===== src/rtl/alu_cmd_issuer_if.sv =====
// Command/response handshake bundle between the accelerator front-end (master)
// and the ALU command issuer (slave).
interface alu_cmd_issuer_if #(
    parameter int DATA_W = 8,
    parameter int ADDR_W = 3
);
    logic              cmd_valid;
    logic              cmd_ready;
    logic [2:0]        cmd_op;
    logic [ADDR_W-1:0] cmd_rd;
    logic [ADDR_W-1:0] cmd_rs1;
    logic [ADDR_W-1:0] cmd_rs2;

    logic              rsp_valid;
    logic              rsp_ready;
    logic [DATA_W-1:0] rsp_data;
    logic              rsp_zero;
    logic [ADDR_W-1:0] rsp_rd;

    modport master (
        output cmd_valid, cmd_op, cmd_rd, cmd_rs1, cmd_rs2, rsp_ready,
        input  cmd_ready, rsp_valid, rsp_data, rsp_zero, rsp_rd
    );

    modport slave (
        input  cmd_valid, cmd_op, cmd_rd, cmd_rs1, cmd_rs2, rsp_ready,
        output cmd_ready, rsp_valid, rsp_data, rsp_zero, rsp_rd
    );
endinterface


===== src/rtl/alu_cmd_issuer.sv =====
// Issues register-to-register commands to an external combinational ALU,
// writes the result back to a local register file and returns it as a response.
module alu_cmd_issuer #(
    parameter  int DATA_W = 8,
    parameter  int REG_N  = 8,
    localparam int ADDR_W = $clog2(REG_N)
) (
    input  logic              clk,
    input  logic              rst_n,
    alu_cmd_issuer_if.slave   bus,
    input  logic              wr_en,
    input  logic [ADDR_W-1:0] wr_addr,
    input  logic [DATA_W-1:0] wr_data,
    output logic [DATA_W-1:0] alu_a,
    output logic [DATA_W-1:0] alu_b,
    output logic [2:0]        alu_op,
    input  logic [DATA_W-1:0] alu_y,
    input  logic              alu_zero,
    output logic              busy
);

    typedef enum logic [1:0] {
        IDLE  = 2'd0,
        ISSUE = 2'd1,
        RESP  = 2'd2
    } state_t;

    state_t                        state_q, state_d;
    logic [ADDR_W-1:0]             rd_q, rd_d;
    logic [DATA_W-1:0]             alu_a_q, alu_a_d;
    logic [DATA_W-1:0]             alu_b_q, alu_b_d;
    logic [2:0]                    alu_op_q, alu_op_d;
    logic [DATA_W-1:0]             rsp_data_q, rsp_data_d;
    logic                          rsp_zero_q, rsp_zero_d;
    logic [ADDR_W-1:0]             rsp_rd_q, rsp_rd_d;
    logic [REG_N-1:0][DATA_W-1:0]  regs_q, regs_d;

    logic cmd_fire;
    logic rsp_fire;

    assign cmd_fire = bus.cmd_valid && bus.cmd_ready;
    assign rsp_fire = (state_q == RESP) && bus.rsp_ready;

    always_comb begin
        state_d    = state_q;
        rd_d       = rd_q;
        alu_a_d    = alu_a_q;
        alu_b_d    = alu_b_q;
        alu_op_d   = alu_op_q;
        rsp_data_d = rsp_data_q;
        rsp_zero_d = rsp_zero_q;
        rsp_rd_d   = rsp_rd_q;
        regs_d     = regs_q;

        if (wr_en)
            regs_d[wr_addr] = wr_data;

        unique case (state_q)
            IDLE: begin
                if (cmd_fire) begin
                    // Operands are latched on the accept edge; forward a host write
                    // landing on that same edge so it is seen by the command.
                    alu_a_d  = (wr_en && wr_addr == bus.cmd_rs1) ? wr_data : regs_q[bus.cmd_rs1];
                    alu_b_d  = (wr_en && wr_addr == bus.cmd_rs2) ? wr_data : regs_q[bus.cmd_rs2];
                    alu_op_d = bus.cmd_op;
                    rd_d     = bus.cmd_rd;
                    state_d  = ISSUE;
                end
            end
            ISSUE: begin
                rsp_data_d     = alu_y;
                rsp_zero_d     = alu_zero;
                rsp_rd_d       = rd_q;
                // Assigned after the host write so writeback wins on an address clash.
                regs_d[rd_q]   = alu_y;
                state_d        = RESP;
            end
            RESP: begin
                if (rsp_fire)
                    state_d = IDLE;
            end
            default: state_d = IDLE;
        endcase
    end

    always_ff @(posedge clk or negedge rst_n) begin
        if (!rst_n) begin
            state_q    <= IDLE;
            rd_q       <= '0;
            alu_a_q    <= '0;
            alu_b_q    <= '0;
            alu_op_q   <= '0;
            rsp_data_q <= '0;
            rsp_zero_q <= 1'b0;
            rsp_rd_q   <= '0;
            regs_q     <= '0;
        end else begin
            state_q    <= state_d;
            rd_q       <= rd_d;
            alu_a_q    <= alu_a_d;
            alu_b_q    <= alu_b_d;
            alu_op_q   <= alu_op_d;
            rsp_data_q <= rsp_data_d;
            rsp_zero_q <= rsp_zero_d;
            rsp_rd_q   <= rsp_rd_d;
            regs_q     <= regs_d;
        end
    end

    // Held low while reset is asserted so nothing is accepted before release.
    assign bus.cmd_ready = (state_q == IDLE) && rst_n;
    assign bus.rsp_valid = (state_q == RESP);
    assign bus.rsp_data  = rsp_data_q;
    assign bus.rsp_zero  = rsp_zero_q;
    assign bus.rsp_rd    = rsp_rd_q;

    assign alu_a  = alu_a_q;
    assign alu_b  = alu_b_q;
    assign alu_op = alu_op_q;
    assign busy   = (state_q != IDLE);

endmodule


===== src/flat_wrapper.sv =====
// flat-port wrapper written by rule: the top's interface ports become plain ports
module alu_cmd_issuer_flat 
#(
    parameter  int DATA_W = 8,
    parameter  int REG_N  = 8,
    localparam int ADDR_W = $clog2(REG_N)
)
  (clk, rst_n, wr_en, wr_addr, wr_data, alu_a, alu_b, alu_op, alu_y, alu_zero, busy, bus_cmd_valid, bus_cmd_op, bus_cmd_rd, bus_cmd_rs1, bus_cmd_rs2, bus_rsp_ready, bus_cmd_ready, bus_rsp_valid, bus_rsp_data, bus_rsp_zero, bus_rsp_rd);
  alu_cmd_issuer_if #(.DATA_W(DATA_W), .ADDR_W((3))) bus_i ();
  input  logic clk;
  input  logic rst_n;
  input  logic wr_en;
  input  logic [ADDR_W-1:0] wr_addr;
  input  logic [DATA_W-1:0] wr_data;
  output logic [DATA_W-1:0] alu_a;
  output logic [DATA_W-1:0] alu_b;
  output logic [2:0] alu_op;
  input  logic [DATA_W-1:0] alu_y;
  input  logic alu_zero;
  output logic busy;
  input wire logic [$bits(bus_i.cmd_valid)-1:0] bus_cmd_valid;
  input wire logic [$bits(bus_i.cmd_op)-1:0] bus_cmd_op;
  input wire logic [$bits(bus_i.cmd_rd)-1:0] bus_cmd_rd;
  input wire logic [$bits(bus_i.cmd_rs1)-1:0] bus_cmd_rs1;
  input wire logic [$bits(bus_i.cmd_rs2)-1:0] bus_cmd_rs2;
  input wire logic [$bits(bus_i.rsp_ready)-1:0] bus_rsp_ready;
  output wire logic [$bits(bus_i.cmd_ready)-1:0] bus_cmd_ready;
  output wire logic [$bits(bus_i.rsp_valid)-1:0] bus_rsp_valid;
  output wire logic [$bits(bus_i.rsp_data)-1:0] bus_rsp_data;
  output wire logic [$bits(bus_i.rsp_zero)-1:0] bus_rsp_zero;
  output wire logic [$bits(bus_i.rsp_rd)-1:0] bus_rsp_rd;
  assign bus_i.cmd_valid = bus_cmd_valid;
  assign bus_i.cmd_op = bus_cmd_op;
  assign bus_i.cmd_rd = bus_cmd_rd;
  assign bus_i.cmd_rs1 = bus_cmd_rs1;
  assign bus_i.cmd_rs2 = bus_cmd_rs2;
  assign bus_i.rsp_ready = bus_rsp_ready;
  assign bus_cmd_ready = bus_i.cmd_ready;
  assign bus_rsp_valid = bus_i.rsp_valid;
  assign bus_rsp_data = bus_i.rsp_data;
  assign bus_rsp_zero = bus_i.rsp_zero;
  assign bus_rsp_rd = bus_i.rsp_rd;
  alu_cmd_issuer #(.DATA_W(DATA_W), .REG_N(REG_N)) u_core (.clk(clk), .rst_n(rst_n), .bus(bus_i), .wr_en(wr_en), .wr_addr(wr_addr), .wr_data(wr_data), .alu_a(alu_a), .alu_b(alu_b), .alu_op(alu_op), .alu_y(alu_y), .alu_zero(alu_zero), .busy(busy));
endmodule

===== config.mk =====
export PLATFORM = sky130hd
export DESIGN_NAME = alu_cmd_issuer_flat
export DESIGN_NICKNAME = d
export VERILOG_FILES = /design/src/rtl/alu_cmd_issuer_if.sv /design/src/rtl/alu_cmd_issuer.sv /design/src/flat_wrapper.sv
export SDC_FILE = /design/constraint.sdc
export NUM_CORES = 1
export LEC_CHECK = 0
export ABC_CLOCK_PERIOD_IN_PS = 2500
export BUFFER_PORTS_ARGS = -buffer_cell sky130_fd_sc_hd__buf_2
export CORE_ASPECT_RATIO = 0.5
export CORE_MARGIN = 8
export CORE_UTILIZATION = 45
export DETAILED_ROUTE_END_ITERATION = 8
export GPL_TIMING_DRIVEN = 0
export PLACE_DENSITY = 0.73
export SLEW_MARGIN = 10
export SYNTH_ARGS = -nofsm -noshare
export SYNTH_HDL_FRONTEND = slang
export SYNTH_SLANG_ARGS = --single-unit
export TNS_END_PERCENT = 1

===== constraint.sdc =====
create_clock -name clk -period 2.5 [get_ports clk]
set_clock_uncertainty 0.05 [all_clocks]
set_input_delay 0.25 -clock clk [delete_from_list [all_inputs] [get_ports clk]]
set_output_delay 0.25 -clock clk [all_outputs]
set_load 0.01 [all_outputs]

==> metrics.csv <==
metric;value;unit
status;completed;
Cell variety after synth;39;
first-pass GRT wire length;27000;um
WHS Path Cells;2;
Setup CP Type;input port to register;
cell count of the worst reg-to-reg path;6;
warnings from Yosys;0;
Worst R2R Setup Slack;0.21;ns
Worst Tran Pin Value;1.12;ns
fraction of layout cells with a size suffix above 1;24.1;%
Net Switching;1.93;mW
routability cong.;0.911;
P_leak;2.72;nW
CORE AREA;11900;um^2
mapped cell area;5560;um^2
slew margin rel.;24.9;%
fin. max-slew vios;0;
Inst Count DP;731;
initial antenna violation count;0;
commonest non-fill, non-tap cell in the layout;dfrtp_1;
Core Util, Final;53.3;%
CP arrival;2.61;ns
RSZ-0062 raised after global routing;true;
die area;16400;um^2
delay of the slowest critical-path stage;0.55;ns
Starting Density;46.6;%
syn_area_per_cell;10.8;um^2
Mapped Nets;553;
FMAX;415;MHz
VDD IR max;0.420;mV
Multi-input gate area;2810;um^2
crit path max fanout;17;
clock transition at the registers of the reported paths;0.07;ns
CTS tree;built;
Yosys top cell area share;45.0;%
Synth area leader;dfrtp_1;
R2R Path Start;u_core.state_q[1];
critical-path cell list;dlygate4sd3_1, buf_6, nand4bb_1, inv_1, clkbuf_1, nor2_1, a221oi_1;
Final Hold Fails;0;
Num CTS Buffers;9;
Post-Synthesis Cells;516;
hpwl dp;11800;um
Worst Path Required;2.70;ns
Total Wirelength;17200;um
Port Buffers;49;
Ports;71;
area added between synthesis and finish;14.4;%
Chip Height;94.6;um
Post-DP Area;6050;um^2
CP endpoint kind;register;
Filler cells;1044;
DR pass1 iterations;5;
HP Start;bus_rsp_ready;
Clk Latency, worst-skew pair;0.35;ns
DRC viols;0;
Max Cap Violations;0;
clk root buf;clkbuf_16;
Ant. Diodes;0;
Net Sw Frac;32.1;%
DRT antenna net count;0;
# setup viols final;0;
Pwr Total;6.00;mW
Die Width;173;um
postcts setup bufs;0;
vias;4471;
commonest cells after routing, fill and taps aside;dfrtp_1 (100), nand2_1 (64), buf_2 (62), mux2i_1 (61), nor2_1 (56);
WL per Instance;23.0;um
drt via density;5.99;
Clock power frac;23.5;%
GRT overflow;0;
vias in the first global route;4680;
Max clock buf depth;2;
fin area;6360;um^2
combinational power share;30.8;%
largest net degree at the start of global routing;87;
fin cells;747;
sequential share of power;45.7;%
post-layout min period;2.41;ns
GRT Resource Usage Total;21.4;%
CTS H-tree depth;3;
ranking of synthesized cells by area;dfrtp_1 (45%), mux2i_1 (11%), mux4_2 (11%), a21oi_1 (4.3%), nand2_1 (4.3%);
reg-to-reg endpoint;u_core.regs_q[44];
sequential share of the synthesized area;45.0;%
cell internal pwr;4.07;mW
num rows;28;
initial DRC count;420;
worst min path class;input port to register;
CP max-delay cell;clkbuf_1;
register area;2500;um^2
# nets final;615;
Sink Count;100;
PwrDens;942;nW/um^2
Seq cells post-synth;100;
Hold Path Sink;u_core.state_q[1];
CP Launch Type;input port;
Period Utilization, post-route;96.4;%
-- cell type report --
class	count	share of cell area (%)
repair buffers	51	4.54
plain buffers	51	3.81
clock inverters	4	0.786
multi-input cells	359	44.1
inverters	6	0.354
clock buffers	11	3.81
well taps	165	3.24
flip-flops and latches	100	39.3
-- worst max path at each step --
stage / start / endpoint / slack, ns / cells after the start
CTS: rst_n / u_core.alu_b[4] / 0.03 / 6
detailed placement: u_core.state_q[1] / u_core.regs_q[31] / 0.11 / 4
finish: rst_n / u_core.alu_a[3] / 0.09 / 7
floorplan: bus_cmd_rs2[0] / u_core.alu_b[5] / 0.77 / 6
global route: rst_n / u_core.alu_a[2] / -0.05 / 7
global placement: rst_n / u_core.alu_b[4] / -1.79 / 5
-- what timing repair did --
action | CTS | global route
hold endpoints to repair | 14 | 0
endpoints found under the setup margin | 0 | 17
gates resized for setup | 0 | 2
hold buffers | 1 | 0
-- Yosys cell counts --
master     count
or4_1          1
dfrtp_1      100
a221o_1        2
nor3_1         3
a211oi_1       2
nor2_1        56
nand4_1        2
buf_2         14
o21ai_0       33
nor3b_1        3
or3_1          1
a21oi_1       48
nor3_2         1
nand4b_1       3
nand4bb_1      1
nand2_1       64
clkbuf_1      20
a221oi_1       4
nand2b_1       2
buf_6          3
inv_1          6
or2_2          1
buf_1          7
xnor2_1        6
nor4b_1        1
mux4_1         5
and2_1         3
mux2i_1       61
mux2_2        14
o221a_2        7
nand3b_1       1
and4_1         1
o211ai_1       1
mux4_2        27
a41oi_1        1
clkbuf_2       6
nor4bb_1       2
or4b_1         2
buf_4          1
-- flip-flops by register name, summed over array words and instances, names as in the netlist, 2 cells and up --
| signal | flops |
|---|---|
| u_core.regs_q | 64 |
| u_core.alu_a | 8 |
| u_core.alu_b | 8 |
| u_core.bus.rsp_data | 8 |
| u_core.alu_op | 3 |
| u_core.bus.rsp_rd | 3 |
| u_core.rd_q | 3 |
| u_core.state_q | 2 |
-- critical path, delay by kind of cell --
family	cells	cell delay [ns]
AOI/OAI and AO/OA	1	0.23
buffers and inverters	4	1.55
and+or+nand+nor	2	0.56
-- per-layer routing --
metal / track usage, % / vias to the layer above / wire length [um]
met5: 0 / - / 0
met4: 8.62 / 0 / 525
li1: - / 1982 / -
met3: 6.97 / 46 / 1810
met2: 33.1 / 254 / 7500
met1: 27.9 / 2189 / 7340
-- metrics by stage --
stage / worst slack, ns / hold WS (ns) / setup TNS [ns]
detailed placement: 0.113 / 0.0461 / 0
global route: -0.0532 / 0.0357 / -0.128
floorplan: 0.766 / -0.0956 / 0
finish: 0.0907 / 0.0384 / 0
global placement: -1.79 / 0.392 / -36.26
CTS: 0.0344 / 0.0306 / 0
-- power by group through the flow --
| stage | combinational (mW) | clock (mW) | sequential [mW] |
|---|---|---|---|
| after floorplan | 1.23 | 0 | 2.68 |
| after global placement | 1.77 | 0 | 2.69 |
| after detailed placement | 1.84 | 0 | 2.74 |
| after CTS | 1.84 | 1.43 | 2.71 |
| after global routing | 2.02 | 1.50 | 2.80 |
| final | 1.85 | 1.41 | 2.74 |
-- cells by family (layout without fill, tap and decap cells) --
logic type | count (synthesis) | after routing | share of synthesized area, %
simple gates | 148 | 148 | 11.9
compound gates | 98 | 98 | 10.3
flops | 100 | 100 | 45.0
buf+inv | 57 | 123 | 4.77
xor+xnor | 6 | 6 | 0.945
mux | 107 | 107 | 27.1
Power figures use the tool's default switching activity.
